==> config.mk <==
export PLATFORM = sky130hd
export DESIGN_NAME = ctrl_serial_master
export DESIGN_NICKNAME = d
export VERILOG_FILES = /design/src/rtl/ctrl_serial_pkg.sv /design/src/rtl/ctrl_serial_master_strobe.sv /design/src/rtl/ctrl_serial_master.sv
export SDC_FILE = /design/constraint.sdc
export NUM_CORES = 1
export LEC_CHECK = 0
export BUFFER_PORTS_ARGS = -buffer_cell sky130_fd_sc_hd__buf_2
export CAP_MARGIN = 25
export CORE_UTILIZATION = 58
export DETAILED_ROUTE_END_ITERATION = 8
export HOLD_SLACK_MARGIN = 0.02
export PLACE_DENSITY = 0.8
export SLEW_MARGIN = 20
export SYNTH_ARGS = -nofsm -noshare
export SYNTH_HDL_FRONTEND = slang
export SYNTH_SLANG_ARGS = --single-unit
==> constraint.sdc <==
create_clock -name clk -period 2.8 [get_ports clk]
set_input_delay 0.28 -clock clk [delete_from_list [all_inputs] [get_ports clk]]
set_output_delay 0.28 -clock clk [all_outputs]
set_load 0.03 [all_outputs]
==> src/rtl/ctrl_serial_pkg.sv <==
// ctrl_serial_pkg: shared modes, phases and state encodings for the serial control master
package ctrl_serial_pkg;
  localparam logic [1:0] CTRL_SHIFT = 2'b00;
  localparam logic [1:0] CTRL_READ = 2'b01;
  localparam logic [1:0] CTRL_WRITE = 2'b11;
  localparam int HOLD_CYC_DEF = 3;
  localparam int RDY_TIMEOUT_DEF = 5;
  typedef enum logic [2:0] {PH_SHIFT_WR, PH_COMMIT, PH_SHIFT_ADDR, PH_FETCH, PH_READBACK} phase_e;
  typedef enum logic [1:0] {S_IDLE, S_RUN, S_RESP} top_state_e;
  typedef enum logic [2:0] {G_IDLE, G_SETUP, G_LOW, G_WAIT, G_TAIL, G_GAP} strobe_state_e;
  function automatic logic [1:0] mode_of(phase_e p);
    return p == PH_COMMIT ? CTRL_WRITE : p == PH_FETCH ? CTRL_READ : CTRL_SHIFT;
  endfunction
endpackage

==> src/rtl/ctrl_serial_master_strobe.sv <==
// ctrl_strobe_gen: runs one SETUP/LOW/WAIT/TAIL/GAP strobe on the serial control port
module ctrl_strobe_gen
  import ctrl_serial_pkg::*;
#(
  parameter int HOLD_CYC = HOLD_CYC_DEF,
  parameter int RDY_TIMEOUT = RDY_TIMEOUT_DEF
) (
  input  logic       clk,
  input  logic       rst_n,
  input  logic       start,
  input  logic [1:0] mode,
  input  logic       si,
  input  logic       ctrl_rdy,
  output logic       load_n,
  output logic [1:0] ctrl_mode,
  output logic       ctrl_si,
  output logic       done,
  output logic       timeout,
  output logic       so_sample
);
  strobe_state_e st;
  logic [3:0] cnt;
  assign done = st == G_GAP;
  assign so_sample = st == G_SETUP;
  // mode/si are only loaded from IDLE or GAP, where LOAD_N is already high
  always_ff @(posedge clk or negedge rst_n) begin
    if (!rst_n) begin
      st <= G_IDLE;
      load_n <= 1'b1;
      ctrl_mode <= CTRL_SHIFT;
      ctrl_si <= 1'b0;
      cnt <= '0;
      timeout <= 1'b0;
    end else begin
      case (st)
        G_IDLE, G_GAP: begin
          st <= start ? G_SETUP : G_IDLE;
          ctrl_mode <= start ? mode : CTRL_SHIFT;
          ctrl_si <= start & si;
          timeout <= 1'b0;
        end
        G_SETUP: begin
          st <= G_LOW;
          load_n <= 1'b0;
          cnt <= '0;
        end
        G_LOW: begin
          cnt <= cnt + 1'b1;
          if (cnt == 4'(HOLD_CYC - 1)) begin
            st <= G_WAIT;
            cnt <= '0;
          end
        end
        G_WAIT: begin
          if (ctrl_rdy) st <= G_TAIL;
          else if (cnt == 4'(RDY_TIMEOUT - 1)) begin
            st <= G_GAP;
            load_n <= 1'b1;
            timeout <= 1'b1;
          end else cnt <= cnt + 1'b1;
        end
        G_TAIL: begin
          st <= G_GAP;
          load_n <= 1'b1;
        end
        default: st <= G_IDLE;
      endcase
    end
  end
endmodule

==> src/rtl/ctrl_serial_master.sv <==
// ctrl_serial_master: sequences single-byte write/read requests onto the bit-serial control port
module ctrl_serial_master
  import ctrl_serial_pkg::*;
#(
  parameter int ADDR_W = 9,
  parameter int DATA_W = 8,
  parameter int HOLD_CYC = HOLD_CYC_DEF,
  parameter int RDY_TIMEOUT = RDY_TIMEOUT_DEF
) (
  input  logic              clk,
  input  logic              rst_n,
  input  logic              req_valid,
  output logic              req_ready,
  input  logic              req_we,
  input  logic [ADDR_W-1:0] req_addr,
  input  logic [DATA_W-1:0] req_wdata,
  output logic              rsp_valid,
  output logic [DATA_W-1:0] rsp_rdata,
  output logic              rsp_err,
  output logic              busy,
  output logic [1:0]        ctrl_mode,
  output logic              load_n,
  output logic              ctrl_si,
  input  logic              ctrl_rdy,
  input  logic              ctrl_so
);
  localparam int WW = ADDR_W + DATA_W;
  localparam int BW = $clog2(WW);
  top_state_e st;
  phase_e phase, nxt_phase;
  logic [BW-1:0] bit_cnt, nxt_bit;
  logic [WW-1:0] word, w;
  logic [DATA_W-1:0] rd_sh;
  logic acc, last, start, st_si, done, tmo, so_sample;
  logic [1:0] st_mode;
  // next-strobe selection: on acceptance the request itself seeds strobe 0
  always_comb begin
    acc = req_valid & req_ready;
    w = acc ? (req_we ? {req_addr, req_wdata} : WW'(req_addr)) : word;
    last = phase == PH_COMMIT || (phase == PH_READBACK && bit_cnt == BW'(DATA_W - 1));
    nxt_phase = phase;
    nxt_bit = bit_cnt + 1'b1;
    if (acc) begin
      nxt_phase = req_we ? PH_SHIFT_WR : PH_SHIFT_ADDR;
      nxt_bit = '0;
    end else if (phase == PH_SHIFT_WR && bit_cnt == BW'(WW - 1)) begin
      nxt_phase = PH_COMMIT;
      nxt_bit = '0;
    end else if (phase == PH_SHIFT_ADDR && bit_cnt == BW'(ADDR_W - 1)) begin
      nxt_phase = PH_FETCH;
      nxt_bit = '0;
    end else if (phase == PH_FETCH) begin
      nxt_phase = PH_READBACK;
      nxt_bit = '0;
    end
    start = acc | (done & ~tmo & ~last);
    st_mode = mode_of(nxt_phase);
    st_si = (nxt_phase == PH_SHIFT_WR || nxt_phase == PH_SHIFT_ADDR) && w[nxt_bit];
  end
  ctrl_strobe_gen #(.HOLD_CYC(HOLD_CYC), .RDY_TIMEOUT(RDY_TIMEOUT)) u_strobe (
    .clk(clk), .rst_n(rst_n), .start(start), .mode(st_mode), .si(st_si), .ctrl_rdy(ctrl_rdy),
    .load_n(load_n), .ctrl_mode(ctrl_mode), .ctrl_si(ctrl_si), .done(done), .timeout(tmo),
    .so_sample(so_sample)
  );
  always_ff @(posedge clk or negedge rst_n) begin
    if (!rst_n) begin
      st <= S_IDLE;
      req_ready <= 1'b1;
      busy <= 1'b0;
      rsp_valid <= 1'b0;
      rsp_err <= 1'b0;
      rsp_rdata <= '0;
      phase <= PH_SHIFT_WR;
      bit_cnt <= '0;
      word <= '0;
      rd_sh <= '0;
    end else begin
      rsp_valid <= 1'b0;
      rsp_err <= 1'b0;
      if (so_sample && phase == PH_READBACK) rd_sh[bit_cnt[$clog2(DATA_W)-1:0]] <= ctrl_so;
      if (acc) begin
        st <= S_RUN;
        req_ready <= 1'b0;
        busy <= 1'b1;
        word <= w;
        phase <= nxt_phase;
        bit_cnt <= nxt_bit;
      end else if (st == S_RESP) st <= S_IDLE;
      else if (done && (tmo || last)) begin
        st <= S_RESP;
        req_ready <= 1'b1;
        busy <= 1'b0;
        rsp_valid <= 1'b1;
        rsp_err <= tmo;
        if (!tmo && phase == PH_READBACK) rsp_rdata <= rd_sh;
      end else if (done) begin
        phase <= nxt_phase;
        bit_cnt <= nxt_bit;
      end
    end
  end
endmodule

# Word-level counts from Yosys, hierarchy flattened
# Index checks and enable logic that the tools add are counted.
# W data, S select, Z words.
# totals
register_bits	59
# op_classes
addsub	2
magnitude_cmp	3
n_eq_ne	25
n_mux	55
n_bitwise	9
n_reduce_logical	29
# op_table
cell	n
$mux W5	8
$mux W17	2
$mux W3	11
$eq A3 B2 Y1 const B	6
$mux W1	18
$pmux W3 S5	1
$mux W2	6
$mux W4	3
$pmux W4 S3	1
$reduce_and A3 Y1	4
$eq A3 B1 Y1 const B	3
$eq A3 B3 Y1 const B	3
$logic_not A3 Y1	3
$reduce_bool A3 Y1	3
$bwmux W8	1
$logic_and A1 B1 Y1	8
$ne A2 B2 Y1 const B	4
$lt A5 B6 Y1 const B	1
$reduce_bool A2 Y1	3
$add A5 B1 Y5 const B	1
$bmux W1 S5	1
$eq A5 B3 Y1 const B	1
$eq A5 B4 Y1 const B	1
$eq A5 B5 Y1 const B	1
other kinds (19)	29

# Depth between registers and ports, before layout
# Gate-level depths: netlist (run 1).
# logic_depth
depth_word	9
depth_mapped	9

# By module
# From an unflattened synthesis (run 1), not the netlist that was laid out.
# unflattened
hier_cells	323
hier_area_um2	3133.0
# modules_own_cells
module	instances	cells_per_inst	area_each_um2
ctrl_serial_master	1	249	2463.6
ctrl_strobe_gen	1	74	669.4

# Worst setup path after synthesis (run 1)
# Ideal clock, no wire load.
# synth_timing
kind	reg-to-reg
from	reg bit_cnt[0]
to	reg u_strobe.ctrl_si
t_arrival_ns	2.294
required_ns	2.734
setup_slack_ns	0.440
stages_incl_launch_ff	10
path_cell_list	dfrtp_1 -> clkbuf_1 -> inv_1 -> ha_1 -> or4b_4 -> a21oi_2 -> or3_2 -> mux2i_1 -> a2111oi_2 -> o32a_1
# synth_between
elab_chain_len	9
# synth_rtl
element	line_no	rtl
start, declared	ctrl_serial_master.sv:31	logic [BW-1:0] bit_cnt, nxt_bit;
start signal, assigned	ctrl_serial_master.sv:87	bit_cnt <= nxt_bit;
start signal, assigned	ctrl_serial_master.sv:98	bit_cnt <= nxt_bit;
$add A5 B1 Y5 or $eq A5 B4 Y1 (tied branches)	ctrl_serial_master.sv:42, ctrl_serial_master.sv:49	
$mux W5 or $logic_and A1 B1 Y1 (tied branches)	ctrl_serial_master.sv:52, ctrl_serial_master.sv:49	
$mux W5 or $mux W3 (tied branches)	ctrl_serial_master.sv:49	end else if (phase == PH_SHIFT_ADDR && bit_cnt == BW'(ADDR_W - 1)) begin
$mux W5 or $mux W3 (tied branches)	ctrl_serial_master.sv:46	end else if (phase == PH_SHIFT_WR && bit_cnt == BW'(WW - 1)) begin
$mux W5 or $mux W3 (tied branches)	ctrl_serial_master.sv:43	if (acc) begin
$bmux W1 S5 (tied with other cells)	ctrl_serial_master.sv:58	st_si = (nxt_phase == PH_SHIFT_WR || nxt_phase == PH_SHIFT_ADDR) && w[nxt_bit];
$mux W1 (implied by the code) or $logic_or A1 B1 Y1 (tied branches)	ctrl_serial_master.sv:58	
$logic_and A1 B1 Y1	ctrl_serial_master.sv:58	
$and A1 B1 Y1 *	ctrl_serial_master_strobe.sv:39	ctrl_si <= start & si;
end signal, assigned	ctrl_serial_master_strobe.sv:39	
end, declared	ctrl_serial_master_strobe.sv:16	output logic ctrl_si,
# Mark *: on every way between the ends. The rest lies on a longest branch, timed or not. The select of a mux whose other input is x is not followed.
# A chain may end at the register's enable or synchronous reset.

# Worst setup path in the final report (run 1)
# layout_timing
from	reg bit_cnt[1]
to	reg rsp_rdata[1]
# layout_between
elab_chain_len	6
# layout_rtl
element	line_no	rtl
$eq A5 B3 Y1	ctrl_serial_master.sv:40	last = phase == PH_COMMIT || (phase == PH_READBACK && bit_cnt == BW'(DATA_W - 1));
$logic_and A1 B1 Y1	ctrl_serial_master.sv:40	
$logic_or A1 B1 Y1	ctrl_serial_master.sv:40	
$logic_or A1 B1 Y1	ctrl_serial_master.sv:89	else if (done && (tmo || last)) begin
$logic_and A1 B1 Y1	ctrl_serial_master.sv:89	
$reduce_and A4 Y1 (no line)	-	
end signal, assigned	ctrl_serial_master.sv:95	if (!tmo && phase == PH_READBACK) rsp_rdata <= rd_sh;
end, declared	ctrl_serial_master.sv:18	output logic [DATA_W-1:0] rsp_rdata,
# Every way passes these cells.

==> results of run 1 <==
[placed cells by master, fill, tap and decap left out, drive strengths merged, types with 3 or more instances in the layout]
cell / count
nand2b: 6
a2111oi: 3
nor2b: 4
nor3: 7
ha: 5
o2111ai: 4
mux2i: 11
clkbuf: 11
mux2: 19
nand3: 11
a21oi: 9
nand2: 46
nand3b: 4
inv: 9
and2: 4
buf: 44
dfrtp: 57
clkinv: 3
a21o: 3
o21ai: 27
xor2: 4
nor2: 19
[worst max path at each step]
stage	from	endpoint	slack, ns	depth (start not counted)
floorplan	bit_cnt[0]	u_strobe.ctrl_si	0.44	9
global placement	bit_cnt[0]	rsp_rdata[3]	0.31	7
detailed placement	bit_cnt[1]	rsp_rdata[1]	0.22	7
CTS	bit_cnt[1]	rsp_rdata[1]	0.21	7
global route	bit_cnt[0]	rsp_rdata[1]	0.07	7
finish	bit_cnt[1]	rsp_rdata[1]	0.20	7
[cells by family after synthesis]
kind of cell / Yosys count / synth area share
xor+xnor: 5 / 0.0143
simple gates: 117 / 0.187
buf+inv: 26 / 0.0367
flops: 59 / 0.482
compound gates: 65 / 0.144
mux: 30 / 0.115
fa+ha+maj: 5 / 0.0204
[metal layers]
| layer | global-route usage | vias to the layer above |
|---|---|---|
| li1 | - | 1166 |
| met1 | 0.333 | 1159 |
| met2 | 0.410 | 71 |
| met3 | 0.0602 | 15 |
| met4 | 0.143 | 0 |
| met5 | 0 | - |
[sequential cells by signal, summed over array words and instances, names as in the netlist]
name                count
u_strobe.timeout        1
st                      2
busy                    1
rsp_err                 1
u_strobe.st             3
rsp_rdata               8
bit_cnt                 5
phase                   3
word                   17
u_strobe.ctrl_si        1
rsp_valid               1
u_strobe.ctrl_mode      2
u_strobe.cnt            4
req_ready               1
u_strobe.load_n         1
rd_sh                   8
[stage by stage]
step,utilization,area [um^2]
final,0.695,3550
after global routing,0.695,3550
after CTS,0.695,3550
after detailed placement,0.648,3310
after global placement,0.648,3310
after floorplan,-,3070
[worst max-delay path, cell delays in order (launching register included)]
cell	delay, ns
dfrtp_1	0.35
ha_1	0.27
nand2_1	0.10
o41ai_2	0.33
a21o_1	0.18
nand3_1	0.12
or4_1	0.73
mux2_4	0.40
[power by group through the flow]
stage / Sequential [mW] / Clock [mW] / Combinational [mW]
floorplan: 1.31 / 0 / 0.911
global placement: 1.33 / 0 / 1.17
detailed placement: 1.35 / 0 / 1.20
CTS: 1.34 / 0.886 / 1.21
global route: 1.37 / 0.926 / 1.36
finish: 1.34 / 0.877 / 1.21
[cell type report]
cell class	instances	area (um^2)
clock inverter	5	75.1
inverter	9	33.8
clock buffer	11	151
timing repair buffer	45	245
fill	400	1560
tap	70	87.6
sequential	59	1480
multi-input combinational	222	1480
==> run_results.csv, run 1 <==
group,metric,value,unit
route,firstDrtPassIters,4,
sta,whs,0.191,ns
route,dr_wl_met3,310,um
floorplan,initial_utilization,0.600,
pwr,p_switching,1.29,mW
setup_path,reg2reg_setup_slack,0.20,ns
hold_path,min_from,"req_valid",
cts,cts_max_level,3,
floorplan,die_w,74.7,um
status,status,"finished clean",
cts,clock-sinks,59,
cts,cts_resized,0,
global_routing,grt_pass1_vias,2319,
floorplan,die_area,0.00558,mm^2
route,wl_met2,3.07,mm
pwr,power_frac_comb,0.354,
setup_path,rr_endpoint,"rsp_rdata[1]",
setup_path,worstRegToRegCells,7,
route,top_layer,"met4",
global_routing,grt_start_max_net_pins,34,
synth,synth_fp_nets,335,
sta,tightest_slew,0.675,ns
setup_path,worstSetupStartpointType,"register",
sta,layout_min_cycle_time,2.60,ns
floorplan,core_area,0.00511,mm^2
route,met1_length,2.94,mm
final_layout,area_growth,15.7,%
placed_design,portBuffers,38,
sta,fmax,0.384,GHz
synth,netlist_area,0.00307,mm^2
synth,avgSynthCellArea,9.99,um^2
cts,numCtsBuffers,9,
placed_design,place_inst,404,
synth,synth-edff-count,0,
route,ant_nets,0,
pwr,power,3.43,mW
floorplan,pin_count,39,
pwr,p_sw_frac,0.376,
global_routing,grt_first_pass_wirelength,10.6,mm
synth,yosysWarnings,0,
synth,yosysMostFrequentCell,"dfrtp_1",
pwr,power.leakage,1.75,nW
setup_path,path_max_fanout,8,
placed_design,dp_hpwl,4.61,mm
cts,cts_tree,"built",
sta,max_slew_margin,0.538,
pwr,p_int,2.14,mW
synth,synth_cell_types,59,
cts,clock_path_buffers,2,
setup_path,arrival,2.83,ns
placed_design,place_congestion,0.887,
sta,setup_slack,0.197,ns
synth,synth_area_leader_cell,"dfrtp_1",
cts,cts_root_buffer,"clkbuf_8",
pwr,peakVddDrop,0.000637,V
pwr,pwr-share-clk,0.256,
final_layout,diodes,0,
setup_path,worstSetupPathType,"reg2reg",
synth,async_reset_ff_frac,1.00,
route,drc,0,
sta,setup_tns,0,ns
sta,skew,0.00580,ns
global_routing,grt_overflow,0,
synth,ys_ff_latch,59,
cts,clk_pin_slew_worst_paths,0.07,ns
sta,slew_violations,0,
setup_path,rr_startpoint,"bit_cnt[1]",
route,first_iter_violations,192,
final_layout,fin_cells,421,
cts,post_cts_buffers,0,
cts,clkLatencyLatePin,0.34,ns
hold_path,worstHoldEndpoint,"req_ready",
sta,timing.final.crit_share,0.930,
route,num_vias,2411,
hold_path,hp-class,"in2reg",
synth,netlist_top_cells_count,"57 x dfrtp_1, 46 x nand2_1, 25 x o21ai_0",
job,cap_viol_max_count,0,
route,wire_per_inst,15.4,um
pwr,power_density,967,mW/mm^2
synth,yosys.area.top_type_share,0.465,
final_layout,layout.nets,374,
floorplan,placementRows,26,
floorplan,die_h,74.7,um
synth,ys_top_cells_by_area,"dfrtp_1 47%, nand2_1 5.6%, o21ai_0 4.1%",
final_layout,drive_gt1_frac,0.251,
route,vias_per_cell,5.73,
synth,ys.flop_type,"dfrtp_1",
placed_design,dp_slack,0.223,ns
synth,seq_area_frac_synth,0.482,
route,wirelength,6.48,mm
cts,hold_buffers,1,
pwr,seqPwrFrac,0.390,
global_routing,grt_usage,0.260,
hold_path,holdPathStages,2,
sta,rsz0062_at_grt,"no",
setup_path,critPathRequiredTime,3.03,ns
setup_path,endpoint_kind,"register",
global_routing,antenna_found_initial,0,
sta,setup_viol,0,
synth,syn_inst,307,
sta,final_hold_viol_count,0,
(Power assumes the default switching activity.)
==> run 2, diff against run 1 <==
--- a/config.mk
+++ b/config.mk
@@ -7,10 +7,9 @@
 export LEC_CHECK = 0
 export BUFFER_PORTS_ARGS = -buffer_cell sky130_fd_sc_hd__buf_2
 export CAP_MARGIN = 25
-export CORE_UTILIZATION = 58
+export CORE_UTILIZATION = 30
 export DETAILED_ROUTE_END_ITERATION = 8
 export HOLD_SLACK_MARGIN = 0.02
-export PLACE_DENSITY = 0.8
 export SLEW_MARGIN = 20
 export SYNTH_ARGS = -nofsm -noshare
 export SYNTH_HDL_FRONTEND = slang
==> constraint.sdc (replaced) <==
create_clock -name clk -period 2.8 [get_ports clk]
set_input_delay 0.28 -clock clk [delete_from_list [all_inputs] [get_ports clk]]
set_output_delay 0.28 -clock clk [all_outputs]
set_load 0.02 [all_outputs]
==> run 2 against run 1 <==
Register-to-register slack gained 0.04 ns. Via count shrank 1.4%. Final area grew 2.4%. Clock skew grew 0.0053 ns. Sequential share of layout area shrank 0.96 points. Worst hold slack lost 0.098 ns. Critical endpoint is now rsp_rdata[4]. Flip-flop and latch count is the same. Sequential power is essentially flat.
==> run_results.csv, run 2 (same netlist as run 1, synthesis figures left out) <==
group,metric,value,unit
pwr,power.leakage,1.74,nW
floorplan,core_area,0.00982,mm^2
route,firstDrtPassIters,4,
status,status,"finished clean",
final_layout,diodes,0,
cts,hold_buffers,0,
cts,cts_max_level,3,
final_layout,mostFrequentLayoutCell,"dfrtp_1",
cts,clkLatencyLatePin,0.34,ns
setup_path,critPathRequiredTime,3.02,ns
route,drc,0,
final_layout,largest_reg_flops,17,
cts,numCtsBuffers,9,
floorplan,die_h,103,um
setup_path,slowest_stage,"or4_1",
route,wire_per_inst,14.1,um
route,first_iter_violations,76,
floorplan,placementRows,36,
cts,cts_root_buffer,"clkbuf_8",
route,num_vias,2378,
sta,skew,0.0111,ns
global_routing,grt_start_max_net_pins,60,
placed_design,portBuffers,38,
final_layout,area_growth,18.4,%
final_layout,top_regs,"word (17), rd_sh (8), rsp_rdata (8)",
placed_design,dp_slack,0.242,ns
pwr,power_density,938,mW/mm^2
setup_path,worstSetupPathType,"reg2reg",
job,cap_viol_max_count,0,
setup_path,worst_path_largest_cell_delay,0.70,ns
sta,rsz0062_at_grt,"no",
pwr,peakVddDrop,0.000510,V
cts,cts_tree,"built",
global_routing,grt_first_pass_wirelength,11.4,mm
sta,max_slew_margin,0.502,
sta,layout_min_cycle_time,2.56,ns
global_routing,antenna_found_initial,0,
route,wirelength,6.82,mm
sta,fmax,0.390,GHz
cts,clock_path_buffers,2,
setup_path,path_max_fanout,8,
global_routing,grt_usage,0.141,
cts,clock-sinks,59,
cts,post_cts_buffers,0,
floorplan,pin_count,39,
setup_path,arrival,2.78,ns
cts,cts_resized,0,
sta,tightest_slew,0.747,ns
cts,clk_pin_slew_worst_paths,0.07,ns
final_layout,multi_input_area,0.00148,mm^2
global_routing,grt_overflow,0,
global_routing,grt_pass1_vias,2368,
final_layout,largest-register,"word",
sta,timing.final.crit_share,0.915,
sta,final_hold_viol_count,0,
setup_path,crit_chain,"ha_1, nand2_1, o41ai_2, a21o_1, nand3_1, or4_1, mux2_4",
setup_path,endpoint_kind,"register",
floorplan,die_w,103,um
setup_path,worstSetupStartpointType,"register",
placed_design,place_congestion,0.853,
route,ant_nets,0,
final_layout,layout_common_cells,"57 x dfrtp_1, 46 x nand2_1, 38 x buf_2",
sta,setup_slack,0.237,ns
sta,slew_violations,0,
final_layout,seq_area,0.00148,mm^2
final_layout,drive_gt1_frac,0.256,
sta,setup_viol,0,
sta,setup_tns,0,ns
floorplan,die_area,0.0106,mm^2
placed_design,dp_hpwl,4.93,mm
final_layout,layout.nets,375,
hold_path,hp-class,"in2async",
floorplan,initial_utilization,0.312,
route,vias_per_cell,4.90,
final_layout,num-fill-cells,1023,
## run 2: changes by cell type in the layout (fill, tap and decap cells not counted), sizes merged
cell,previous run,this run
dlygate4sd3,1,0
clkinvlp,0,2
clkbuf,11,10
buf,44,46
clkinv,3,2
## run 2: critical path, delay by kind of cell (launching register included)
kind | cells | cell delay [ns]
simple gates | 3 | 0.89
mux | 1 | 0.39
flops | 1 | 0.36
compound gates | 2 | 0.52
fa+ha+maj | 1 | 0.27
## run 2: cell type report
class | count | share of cell area
clock buffers | 10 | 0.0379
well taps | 133 | 0.0458
inverters | 9 | 0.00930
multi-input cells | 222 | 0.406
repair buffers | 46 | 0.0689
clock inverters | 6 | 0.0245
flip-flops and latches | 59 | 0.407
## run 2: path summary, 6_finish.rpt
path                            start               end  slack [ns]  cells past startpoint
max                        bit_cnt[1]      rsp_rdata[4]        0.24                      7
min                             rst_n          word[13]        0.09                      2
max reg2reg                bit_cnt[1]      rsp_rdata[4]        0.24                      7
max in group asynchronous       rst_n  u_strobe.timeout        2.21                      2
min in group clk            req_valid         req_ready        0.18                      2
min reg2reg                  word[10]          word[10]        0.48                      2
## run 2: layer usage
layer | track usage | vias to the layer above | routed length (um)
li1 | - | 1174 | -
met1 | 0.175 | 1151 | 3230
met2 | 0.232 | 49 | 3230
met3 | 0.0495 | 4 | 296
met4 | 0.0423 | 0 | 61
met5 | 0 | - | 0
## run 2: per-stage QoR
step | total power, mW | utilization | cells | hold slack (ns) | area [um^2]
final | 3.40 | 0.370 | 485 | 0.0927 | 3630
after global routing | 3.67 | 0.370 | 485 | 0.152 | 3630
after CTS | 3.44 | 0.370 | 485 | 0.117 | 3630
after detailed placement | 2.54 | 0.347 | 469 | 0.469 | 3400
after global placement | 2.51 | 0.347 | 469 | 0.455 | 3400
after floorplan | 2.20 | - | 307 | -0.0156 | 3070
## run 2: power breakdown
part           switching, mW  total (mW)  internal (mW)
clock                  0.352       0.876          0.525
sequential             0.185        1.31           1.12
combinational          0.740        1.22          0.481
